## config.mk

```make
export PLATFORM = sky130hd
export DESIGN_NAME = nco_sched_flat
export DESIGN_NICKNAME = d
export VERILOG_FILES = /design/src/rtl/nco_sched_if.sv /design/src/rtl/nco_sched.sv /design/src/flat_wrapper.sv
export SDC_FILE = /design/constraint.sdc
export NUM_CORES = 1
export LEC_CHECK = 0
export BUFFER_PORTS_ARGS = -buffer_cell sky130_fd_sc_hd__buf_2
export CORE_ASPECT_RATIO = 1.75
export CORE_MARGIN = 10
export CORE_UTILIZATION = 60
export CTS_CLUSTER_SIZE = 30
export DETAILED_ROUTE_END_ITERATION = 12
export GPL_ROUTABILITY_DRIVEN = 1
export GPL_TIMING_DRIVEN = 0
export PLACE_DENSITY_LB_ADDON = 0.15
export SETUP_SLACK_MARGIN = 0.1
export SLEW_MARGIN = 15
export SYNTH_ARGS = -nofsm -noshare
export SYNTH_HDL_FRONTEND = slang
export SYNTH_SLANG_ARGS = --single-unit
```

## constraint.sdc

```tcl
create_clock -name clk -period 3 [get_ports clk]
set_input_delay 0.45 -clock clk [delete_from_list [all_inputs] [get_ports clk]]
set_output_delay 0.45 -clock clk [all_outputs]
set_load 0.02 [all_outputs]
```

## src/rtl/nco_sched_if.sv

```systemverilog
// Configuration, sincos and result signals of the time-multiplexed NCO scheduler.
// The slave modport is the scheduler side; master is the driver/sincos side.
interface nco_sched_if #(
  parameter int NCH = 4,
  parameter int PHW = 32
);
  localparam int CW = $clog2(NCH);

  logic           cfg_we;
  logic [CW-1:0]  cfg_ch;
  logic [PHW-1:0] cfg_ftw;
  logic           cfg_sync;
  logic [NCH-1:0] ch_en;
  logic           cfg_pend;
  logic [19:0]    sc_angle;
  logic [18:0]    sc_sin;
  logic [18:0]    sc_cos;
  logic           out_valid;
  logic [CW-1:0]  out_ch;
  logic [18:0]    out_sin;
  logic [18:0]    out_cos;

  modport master (
    output cfg_we, cfg_ch, cfg_ftw, cfg_sync, ch_en, sc_sin, sc_cos,
    input  cfg_pend, sc_angle, out_valid, out_ch, out_sin, out_cos
  );

  modport slave (
    input  cfg_we, cfg_ch, cfg_ftw, cfg_sync, ch_en, sc_sin, sc_cos,
    output cfg_pend, sc_angle, out_valid, out_ch, out_sin, out_cos
  );
endinterface

```

## src/rtl/nco_sched.sv

```systemverilog
// Time-multiplexed NCO: one phase accumulator per channel, one sincos issue per clock,
// tuning words and phase sync committed only at frame boundaries.
module nco_sched_lane #(
  parameter int PHW = 32
) (
  input  logic           clk,
  input  logic           rst_n,
  input  logic           we_i,
  input  logic [PHW-1:0] ftw_i,
  input  logic           commit_i,
  input  logic           clr_i,
  input  logic           issue_i,
  output logic [19:0]    ang_o,
  output logic           pend_o
);
  logic [PHW-1:0] acc_q, acc_d, ftw_q, ftw_d, shd_q, shd_d;
  logic           pend_q, pend_d;

  always_comb begin
    acc_d  = acc_q;
    ftw_d  = ftw_q;
    shd_d  = shd_q;
    pend_d = pend_q;
    if (issue_i) acc_d = acc_q + ftw_q;
    // Commit uses the shadow as it stood before this edge; a write landing
    // on the same edge becomes pending for the next frame.
    if (commit_i) begin
      if (pend_q) ftw_d = shd_q;
      pend_d = 1'b0;
      if (clr_i) acc_d = '0;
    end
    if (we_i) begin
      shd_d  = ftw_i;
      pend_d = 1'b1;
    end
  end

  always_ff @(posedge clk or negedge rst_n) begin
    if (!rst_n) begin
      acc_q  <= '0;
      ftw_q  <= '0;
      shd_q  <= '0;
      pend_q <= 1'b0;
    end else begin
      acc_q  <= acc_d;
      ftw_q  <= ftw_d;
      shd_q  <= shd_d;
      pend_q <= pend_d;
    end
  end

  assign ang_o  = acc_q[PHW-1 -: 20];
  assign pend_o = pend_q;
endmodule

module nco_sched #(
  parameter int NCH    = 4,
  parameter int PHW    = 32,
  parameter int SC_LAT = 7
) (
  input  logic        clk,
  input  logic        rst_n,
  nco_sched_if.slave  bus
);
  localparam int CW     = $clog2(NCH);
  localparam int STAGES = SC_LAT;

  logic [CW-1:0]            slot_q;
  logic                     wrap, issue_any;
  logic                     sync_q, sync_d;
  logic [NCH-1:0]           pend, lane_we, lane_iss;
  logic [NCH-1:0][19:0]     ang;
  logic [19:0]              angle_q, angle_d;
  // Stage 0 is aligned with sc_angle; stage STAGES with sc_sin/sc_cos.
  logic [STAGES:0]          vld_pipe;
  logic [STAGES:0][CW-1:0]  ch_pipe;
  logic                     out_valid_q;
  logic [CW-1:0]            out_ch_q;
  logic [18:0]              out_sin_q, out_cos_q;

  assign wrap      = (slot_q == CW'(NCH - 1));
  assign issue_any = bus.ch_en[slot_q];

  for (genvar i = 0; i < NCH; i++) begin : g_sel
    assign lane_we[i]  = bus.cfg_we && (bus.cfg_ch == CW'(i));
    assign lane_iss[i] = bus.ch_en[i] && (slot_q == CW'(i));
  end

  nco_sched_lane #(.PHW(PHW)) u_lane [NCH-1:0] (
    .clk      (clk),
    .rst_n    (rst_n),
    .we_i     (lane_we),
    .ftw_i    (bus.cfg_ftw),
    .commit_i (wrap),
    .clr_i    (sync_q),
    .issue_i  (lane_iss),
    .ang_o    (ang),
    .pend_o   (pend)
  );

  always_comb begin
    angle_d = angle_q;
    sync_d  = sync_q;
    if (issue_any) angle_d = ang[slot_q];
    if (wrap)      sync_d  = 1'b0;
    if (bus.cfg_sync) sync_d = 1'b1;
  end

  always_ff @(posedge clk or negedge rst_n) begin
    if (!rst_n) begin
      slot_q      <= '0;
      angle_q     <= '0;
      sync_q      <= 1'b0;
      vld_pipe    <= '0;
      ch_pipe     <= '0;
      out_valid_q <= 1'b0;
      out_ch_q    <= '0;
      out_sin_q   <= '0;
      out_cos_q   <= '0;
    end else begin
      slot_q      <= slot_q + CW'(1);
      angle_q     <= angle_d;
      sync_q      <= sync_d;
      vld_pipe    <= {vld_pipe[STAGES-1:0], issue_any};
      ch_pipe     <= {ch_pipe[STAGES-1:0], slot_q};
      out_valid_q <= vld_pipe[STAGES];
      if (vld_pipe[STAGES]) begin
        out_ch_q  <= ch_pipe[STAGES];
        out_sin_q <= bus.sc_sin;
        out_cos_q <= bus.sc_cos;
      end
    end
  end

  assign bus.sc_angle  = angle_q;
  assign bus.cfg_pend  = (|pend) | sync_q;
  assign bus.out_valid = out_valid_q;
  assign bus.out_ch    = out_ch_q;
  assign bus.out_sin   = out_sin_q;
  assign bus.out_cos   = out_cos_q;
endmodule

```

## src/flat_wrapper.sv

```systemverilog
// flat-port wrapper written by rule: the top's interface ports become plain ports
module nco_sched_flat 
#(
  parameter int NCH    = 4,
  parameter int PHW    = 32,
  parameter int SC_LAT = 7
)
  (clk, rst_n, bus_cfg_we, bus_cfg_ch, bus_cfg_ftw, bus_cfg_sync, bus_ch_en, bus_sc_sin, bus_sc_cos, bus_cfg_pend, bus_sc_angle, bus_out_valid, bus_out_ch, bus_out_sin, bus_out_cos);
  nco_sched_if #(.NCH(NCH), .PHW(PHW)) bus_i ();
  input  logic clk;
  input  logic rst_n;
  input wire logic [$bits(bus_i.cfg_we)-1:0] bus_cfg_we;
  input wire logic [$bits(bus_i.cfg_ch)-1:0] bus_cfg_ch;
  input wire logic [$bits(bus_i.cfg_ftw)-1:0] bus_cfg_ftw;
  input wire logic [$bits(bus_i.cfg_sync)-1:0] bus_cfg_sync;
  input wire logic [$bits(bus_i.ch_en)-1:0] bus_ch_en;
  input wire logic [$bits(bus_i.sc_sin)-1:0] bus_sc_sin;
  input wire logic [$bits(bus_i.sc_cos)-1:0] bus_sc_cos;
  output wire logic [$bits(bus_i.cfg_pend)-1:0] bus_cfg_pend;
  output wire logic [$bits(bus_i.sc_angle)-1:0] bus_sc_angle;
  output wire logic [$bits(bus_i.out_valid)-1:0] bus_out_valid;
  output wire logic [$bits(bus_i.out_ch)-1:0] bus_out_ch;
  output wire logic [$bits(bus_i.out_sin)-1:0] bus_out_sin;
  output wire logic [$bits(bus_i.out_cos)-1:0] bus_out_cos;
  assign bus_i.cfg_we = bus_cfg_we;
  assign bus_i.cfg_ch = bus_cfg_ch;
  assign bus_i.cfg_ftw = bus_cfg_ftw;
  assign bus_i.cfg_sync = bus_cfg_sync;
  assign bus_i.ch_en = bus_ch_en;
  assign bus_i.sc_sin = bus_sc_sin;
  assign bus_i.sc_cos = bus_sc_cos;
  assign bus_cfg_pend = bus_i.cfg_pend;
  assign bus_sc_angle = bus_i.sc_angle;
  assign bus_out_valid = bus_i.out_valid;
  assign bus_out_ch = bus_i.out_ch;
  assign bus_out_sin = bus_i.out_sin;
  assign bus_out_cos = bus_i.out_cos;
  nco_sched #(.NCH(NCH), .PHW(PHW), .SC_LAT(SC_LAT)) u_core (.clk(clk), .rst_n(rst_n), .bus(bus_i));
endmodule
```

==> results of run 1 <==
[cell type report]
type	instances	area, um2	area share
Multi-Input combinational cell	1586	12700	0.447
Sequential cell	476	11900	0.421
Clock buffer	53	1200	0.0423
Timing Repair Buffer	168	1000	0.0354
Tap cell	550	688	0.0243
Buffer	96	402	0.0142
Clock inverter	26	312	0.0110
Inverter	33	124	0.00438
Antenna cell	1	2.50	0.0000884
[worst max-delay path by stage]
stage / from / endpoint / slack [ns] / depth (start not counted)
6_report: u_core.u_lane[1].acc_q[0] / u_core.u_lane[1].acc_q[22] / 0.13 / 11
5_1_grt: u_core.u_lane[1].acc_q[0] / u_core.u_lane[1].acc_q[14] / 0.04 / 12
4_1_cts: u_core.u_lane[3].acc_q[0] / u_core.u_lane[3].acc_q[30] / 0.07 / 11
3_5_place_dp: u_core.slot_q[0] / u_core.u_lane[0].acc_q[27] / -0.43 / 8
3_3_place_gp: rst_n / u_core.u_lane[0].ftw_q[8] / -7.79 / 1
2_1_floorplan: u_core.u_lane[3].acc_q[0] / u_core.u_lane[3].acc_q[30] / 0.25 / 11
[state kept, by name, summed over array words and instances, names as in the netlist]
| signal | flops |
|---|---|
| u_core.bus.out_ch | 2 |
| u_core.bus.out_cos | 19 |
| u_core.bus.out_sin | 19 |
| u_core.bus.out_valid | 1 |
| u_core.bus.sc_angle | 20 |
| u_core.ch_pipe | 16 |
| u_core.slot_q | 2 |
| u_core.sync_q | 1 |
| u_core.u_lane.acc_q | 128 |
| u_core.u_lane.ftw_q | 128 |
| u_core.u_lane.pend_o | 4 |
| u_core.u_lane.shd_q | 128 |
| u_core.vld_pipe | 8 |
[cell families after synthesis]
group	after synthesis	share of synthesized area
xor+xnor	95	0.0338
mux	342	0.166
fa+ha+maj	132	0.0682
flops	476	0.483
buf+inv	131	0.0209
simple gates	496	0.0924
compound gates	521	0.136
[worst register-to-register path, cell delays in order, from the launching register on]
cell	delay (ns)
dfrtp_1	0.39
ha_2	0.21
fa_2	0.39
a21o_1	0.17
a21o_1	0.24
a2111oi_4	0.42
o21ai_2	0.15
a21oi_2	0.25
o21ai_2	0.13
a21oi_2	0.15
nor2_1	0.06
a211oi_1	0.22
[Yosys cell counts (9+ instances only)]
| library cell | number |
|---|---|
| dfrtp_1 | 476 |
| mux2_2 | 316 |
| nand2_1 | 239 |
| a21oi_1 | 199 |
| ha_1 | 128 |
| nor2_1 | 88 |
| o21ai_0 | 86 |
| a21o_1 | 75 |
| clkbuf_1 | 65 |
| xnor2_1 | 55 |
| xor2_1 | 40 |
| inv_1 | 33 |
| nand3_1 | 32 |
| a211oi_1 | 27 |
| buf_1 | 27 |
| nand4_1 | 25 |
| nor3_1 | 24 |
| mux4_2 | 21 |
| and3_1 | 18 |
| o21bai_1 | 18 |
| a31oi_1 | 13 |
| and2_1 | 12 |
| o21a_1 | 11 |
| o21ai_1 | 11 |
| nand2b_1 | 10 |
| a22o_1 | 9 |
| nor2b_1 | 9 |
[where the power goes]
part / leakage (nW) / switching [mW] / internal [mW]
clock: 0.741 / 2.57 / 3.33
sequential: 5.90 / 0.785 / 7.47
combinational: 6.46 / 2.77 / 2.38
[timing repair]
action                     in CTS  in global routing
hold buffers                    1                  0
setup endpoints to repair      90                 74
pin swaps                      15                 36
hold endpoints to repair       54                  0
setup buffers                   7                 15
cloned                          0                  0
resized for setup              28                 83
[per-stage QoR]
step	setup slack [ns]	utilization	TNS, ns	cell area, um2
4_1_cts	0.0711	0.684	0	27900
3_3_place_gp	-7.79	0.640	-3683.13	26000
2_1_floorplan	0.250	-	0	24700
6_report	0.133	0.695	0	28300
3_5_place_dp	-0.433	0.643	-8.20	26200
5_1_grt	0.0379	0.695	0	28300
[routing by layer]
metal  wire length (um)  share of wire
met5                 37        0.00053
met4               4960          0.071
met3               3020          0.043
met2              36400           0.52
met1              25800           0.37
==> reports/results.tsv, run 1 <==
stage	metric	value	unit
routing	total routed wirelength	70.2	mm
synth	predominant post-synthesis flop cell	dfrtp_1	
synth	top cell type's share of synthesized area	0.483	
critical_path	Max Fanout on Critical Path	4	
cts	buffers from clock root to sink, at most	3	
global_route	global routing usage on met1	0.299	
floorplanning	Rows	98	
timing	number of hold violations in the final report	0	
floorplanning	Die Span X	173	um
critical_path	Register-to-Register Path Depth	11	
timing	part of the cycle the worst path needs	0.956	
routing	Via density	6.06	
critical_path	type of element capturing the critical path	register	
placed_design	count of port buffers added during placement	141	
finish	Area growth syn-to-layout	14.8	%
timing	worst hold slack after final layout	0.112	ns
critical_path	worst flop-to-flop path endpoint	u_core.u_lane[1].acc_q[22]	
timing	count of endpoints failing setup in the final report	0	
timing	Slew Limit Fails	0	
synth	synth unique cells	80	
routing	average detailed-routed wire length per instance	23.5	um
floorplanning	Die Ht	288	um
global_route	number of antenna violations at the first check in global routing	4	
floorplanning	effective utilization at floorplan	0.606	
cts	TritonCTS clock tree	done	
timing	Slew @ Worst Pin	0.815	ns
critical_path	crit path buf inv count	0	
floorplanning	full die area	49900	um2
placed_design	post-placement cell count	2888	
critical_path	worst reg2reg setup slack	0.13	ns
global_route	total congestion overflow after global routing	0	
synth	count of flip-flops with a built-in enable after synthesis	0	
timing	RSZ-0062 raised after global routing	yes	
placed_design	global placement routability congestion	0.929	
synth	flops & latches, synth	476	
critical_path	crit path DAT	3.34	ns
critical_path	critical path launch point type	register	
routing	number of DRC violations after detailed-routing iteration 0	1076	
power_and_ir_drop	peak supply drop	637	uV
global_route	busiest grt layer	met2	
power_and_ir_drop	Tot Pwr	19.3	mW
global_route	GRT Resource Usage Total	0.277	
finish	fill cell total of the finished layout	3102	
finish	layout cells sized above 1	0.288	
power_and_ir_drop	Power Dens Cells	682	nW/um2
run	max-cap violations	0	
synth	synthesized instance count	2193	
global_route	global-route wire length before repair	108	mm
floorplanning	count of pins on the block boundary	142	
placed_design	placed wire-length estimate after detailed placement	53.4	mm
worst_hold_path	hold depth	2	
critical_path	launch instance of the worst register-to-register path	u_core.u_lane[1].acc_q[0]	
synth	post-synthesis instance area	24700	um2
finish	most used cells in the layout excluding fill and tap cells	471 x dfrtp_1, 316 x mux2_2, 239 x nand2_1	
critical_path	series of cell instances along the critical path	ha_2 -> fa_2 -> a21o_1 -> a21o_1 -> a2111oi_4 -> o21ai_2 -> a21oi_2 -> o21ai_2 -> a21oi_2 -> nor2_1 -> a211oi_1	
cts	later-pin clock latency in the skew report	0.57	ns
cts	register clock-pin slew on the reported worst setup and hold paths	0.08	ns
critical_path	Critical Path Max Stage Delay	0.42	ns
cts	TritonCTS Buffers	44	
synth	dominant cells by area after synthesis	dfrtp_1 48%, mux2_2 14%, ha_1 6.5%	
synth	fraction of the yosys area taken by sequential cells	0.483	
finish	Final Net Count	2617	
synth	library cell occupying the most area in the post-synthesis netlist	dfrtp_1	
cts	total clock sinks	476	
synth	Post-Syn Area per Cell	11.2	um2
routing	number of optimization iterations in the first detailed-route pass	4	
critical_path	Critical Path RT	3.48	ns
critical_path	cell with the largest stage delay on the worst path	a2111oi_4	
worst_hold_path	HP Start	bus_sc_sin[17]	
routing	Remaining DRCs	0	
timing	post-layout minimum cycle time	2.87	ns
global_route	met2 GRT Util	0.502	
finish	non-filler cells in the finished layout	2989	
synth	Synthesized Nets	2405	
cts	CTS H-Tree Depth	2	
global_route	met3 Usage GRT	0.0398	
finish	most frequent standard cell in the layout excluding fill and tap cells	dfrtp_1	
outcome	result of the run	finished clean	
worst_hold_path	hold crit path type	input port to register	
global_route	pin count of the biggest net entering global routing	110	
critical_path	critical path class	register to register	
timing	post-route clock skew	0.0138	ns
global_route	vias in the first global route	18838	
routing	Antenna Violating Nets Remaining	0	
critical_path	Top Family by Delay on Critical Path	compound AO/OA/AOI/OAI gates	
worst_hold_path	endpoint with the worst hold slack	u_core.bus.out_sin[17]	
routing	Via Count	18128	
synth	proportion of register bits with asynchronous set or reset after synthesis	1.00	
timing	normalized max-slew margin	0.457	
timing	maximum operating frequency	349	MHz
power_and_ir_drop	leakage power summed over all cells	13.1	nW
synth	warning count from the yosys run	0	
floorplanning	placeable core region	40700	um2
cts	CTS root buf	clkbuf_16	
(Power assumes the default switching activity.)
==> run 2: changes to the inputs <==
- CORE_UTILIZATION: 60 -> 56
- clock period: 3 -> 2.6 ns (I/O delays scaled with it)
==> reports/results.tsv, run 2 (synthesis gave the netlist of run 1 again) <==
stage	metric	value	unit	change
outcome	result of the run	finished, violations left		
outcome	violated checks	setup timing		
power_and_ir_drop	Power Dens Cells	787	nW/um2	+15%
timing	normalized max-slew margin	0.471		+0.0148
power_and_ir_drop	Sw Ratio	0.315		-0.00283
critical_path	critical path class	register to register		
critical_path	Max Fanout on Critical Path	2		-2
floorplanning	Die Ht	298	um	+3.3%
power_and_ir_drop	peak supply drop	716	uV	+12%
floorplanning	effective utilization at floorplan	0.567		-0.0385
cts	CTS root buf	clkbuf_16		
critical_path	crit path DAT	3.32	ns	-0.02 ns
critical_path	crit path buf inv count	0		unchanged
cts	later-pin clock latency in the skew report	0.57	ns	about the same
cts	register clock-pin slew on the reported worst setup and hold paths	0.07	ns	about the same
cts	TritonCTS Buffers	45		+2.3%
timing	final critical-path setup slack	-0.263	ns	-0.395 ns
finish	most used cells in the layout excluding fill and tap cells	461 x dfrtp_1, 316 x mux2_2, 235 x nand2_1		
finish	post-layout utilization of the core	0.692		-0.00353
routing	Via Count	18564		+2.4%
floorplanning	Die Span X	179	um	+3.1%
placed_design	global placement routability congestion	0.962		+3.6%
finish	most frequent standard cell in the layout excluding fill and tap cells	dfrtp_1		
timing	part of the cycle the worst path needs	1.10		+0.145
timing	RSZ-0062 raised after global routing	yes		
global_route	total congestion overflow after global routing	0		unchanged
global_route	number of antenna violations at the first check in global routing	6		+2
cts	CTS H-Tree Depth	2		unchanged
finish	Largest regs	u_core.u_lane.acc_q (128), u_core.u_lane.ftw_q (128), u_core.u_lane.shd_q (128)		
routing	average detailed-routed wire length per instance	23.3	um	-0.87%
finish	layout cells sized above 1	0.367		+0.0790
placed_design	count of port buffers added during placement	141		unchanged
critical_path	critical path launch point type	register		
timing	maximum operating frequency	349	MHz	+0.16%
timing	number of hold violations in the final report	0		unchanged
timing	Total Negative Setup Slacks	-2.42	ns	-2.42 ns
global_route	global-route wire length before repair	109	mm	+0.89%
floorplanning	Rows	101		+3.1%
routing	Antenna Violating Nets Remaining	0		unchanged
global_route	pin count of the biggest net entering global routing	106		-3.6%
floorplanning	placeable core region	43500	um2	+6.8%
cts	buffers from clock root to sink, at most	3		unchanged
worst_hold_path	hold crit path type	input port to register		
global_route	GRT Resource Usage Total	0.264		-0.0135
critical_path	series of cell instances along the critical path	ha_2 -> fa_2 -> a21oi_2 -> o211ai_1 -> and2_4 -> a311oi_4 -> o21ai_2 -> a311o_1 -> a311oi_2 -> or4_1 -> nand3_1		
placed_design	placed wire-length estimate after detailed placement	53.8	mm	+0.68%
timing	worst hold slack after final layout	0.0518	ns	-0.0604 ns
power_and_ir_drop	Int Power	16.2	mW	+23%
critical_path	type of element capturing the critical path	register		
cts	TritonCTS clock tree	done		
timing	Slew Limit Fails	0		unchanged
power_and_ir_drop	proportion of power drawn by flip-flops and latches	0.404		-0.023
routing	total routed wirelength	71.9	mm	+2.4%
global_route	vias in the first global route	19116		+1.5%
routing	number of DRC violations after detailed-routing iteration 0	1167		+8.5%
critical_path	Critical Path Max Stage Delay	0.39	ns	-0.03 ns
power_and_ir_drop	logic gate share of total power	0.289		+0.022
floorplanning	count of pins on the block boundary	142		unchanged
timing	post-layout minimum cycle time	2.86	ns	-0.00467 ns
routing	Via density	6.01		-0.91%
power_and_ir_drop	Clock Power Share	0.307		about the same
finish	Final Net Count	2697		+3.1%
routing	number of optimization iterations in the first detailed-route pass	5		+1
critical_path	cell with the largest stage delay on the worst path	dfrtp_1		
critical_path	Top Family by Delay on Critical Path	compound AO/OA/AOI/OAI gates		
power_and_ir_drop	power dissipated by switching net loads	7.45	mW	+21%
timing	post-route clock skew	0.0142	ns	+0.000313 ns
floorplanning	full die area	53100	um2	+6.5%
routing	Remaining DRCs	0		unchanged
timing	Slew @ Worst Pin	0.793	ns	-0.0221 ns
power_and_ir_drop	leakage power summed over all cells	13.7	nW	+4.9%
timing	count of endpoints failing setup in the final report	25		+25
cts	total clock sinks	476		unchanged
finish	Area growth syn-to-layout	21.9	%	
finish	fill cell total of the finished layout	3251		+4.8%
critical_path	Critical Path RT	3.06	ns	-0.42 ns
run	max-cap violations	0		unchanged
-- run 2: path summary, 6_finish.rpt --
kind	end	slack (ns)	start	depth (start not counted)
setup / recovery	u_core.u_lane[3].acc_q[30]	-0.26	u_core.u_lane[3].acc_q[0]	11
hold / removal	u_core.bus.out_sin[2]	0.05	bus_sc_sin[2]	2
setup reg to reg	u_core.u_lane[3].acc_q[30]	-0.26	u_core.u_lane[3].acc_q[0]	11
hold reg to reg	u_core.ch_pipe[5]	0.35	u_core.ch_pipe[3]	0
max in group asynchronous	u_core.u_lane[0].acc_q[18]	0.76	rst_n	5
min in group asynchronous	u_core.u_lane[2].acc_q[22]	0.27	rst_n	2
-- run 2: per-layer routing --
metal  track usage  up-vias  share of wire
li1              -     8544              -
met1         0.295     9262           0.37
met2         0.447      544           0.50
met3        0.0327      206          0.047
met4         0.198        8          0.088
met5             0        -        0.00058
-- run 2: through the flow --
step	total power, mW	setup slack (ns)	instance area [um2]	instances
after floorplan	13.6	-0.0488	24700	2193
after global placement	14.9	-8.19	26100	2900
after detailed placement	15.2	-0.752	26300	2905
after CTS	23.2	-0.190	29200	3050
after global routing	24.9	-0.365	30100	3089
final	23.7	-0.263	30100	3089
-- run 2: what timing repair did --
action,CTS,global route
setup endpoints to repair,194,132
setup buffers,61,45
gates resized for setup,173,152
hold buffers,2,0
hold endpoints to repair,35,0
pin swaps,89,109
-- run 2: power groups by stage --
stage	logic (mW)	clock network [mW]	registers, mW
after global routing	7.50	7.68	9.67
final	6.84	7.27	9.55
after global placement	5.36	0	9.57
after CTS	6.23	7.41	9.53
after floorplan	4.26	0	9.31
after detailed placement	5.58	0	9.61
-- run 2: cell type report --
type                            count  area [um2]  area share
Sequential cell                   476       11900       0.397
Inverter                           33         124     0.00412
Clock inverter                     23         337      0.0112
Antenna cell                        2        5.00    0.000166
Tap cell                          566         708      0.0236
Clock buffer                       60        1320      0.0437
Multi-Input combinational cell   1586       13500       0.449
Buffer                             94         459      0.0153
Timing Repair Buffer              249        1700      0.0564
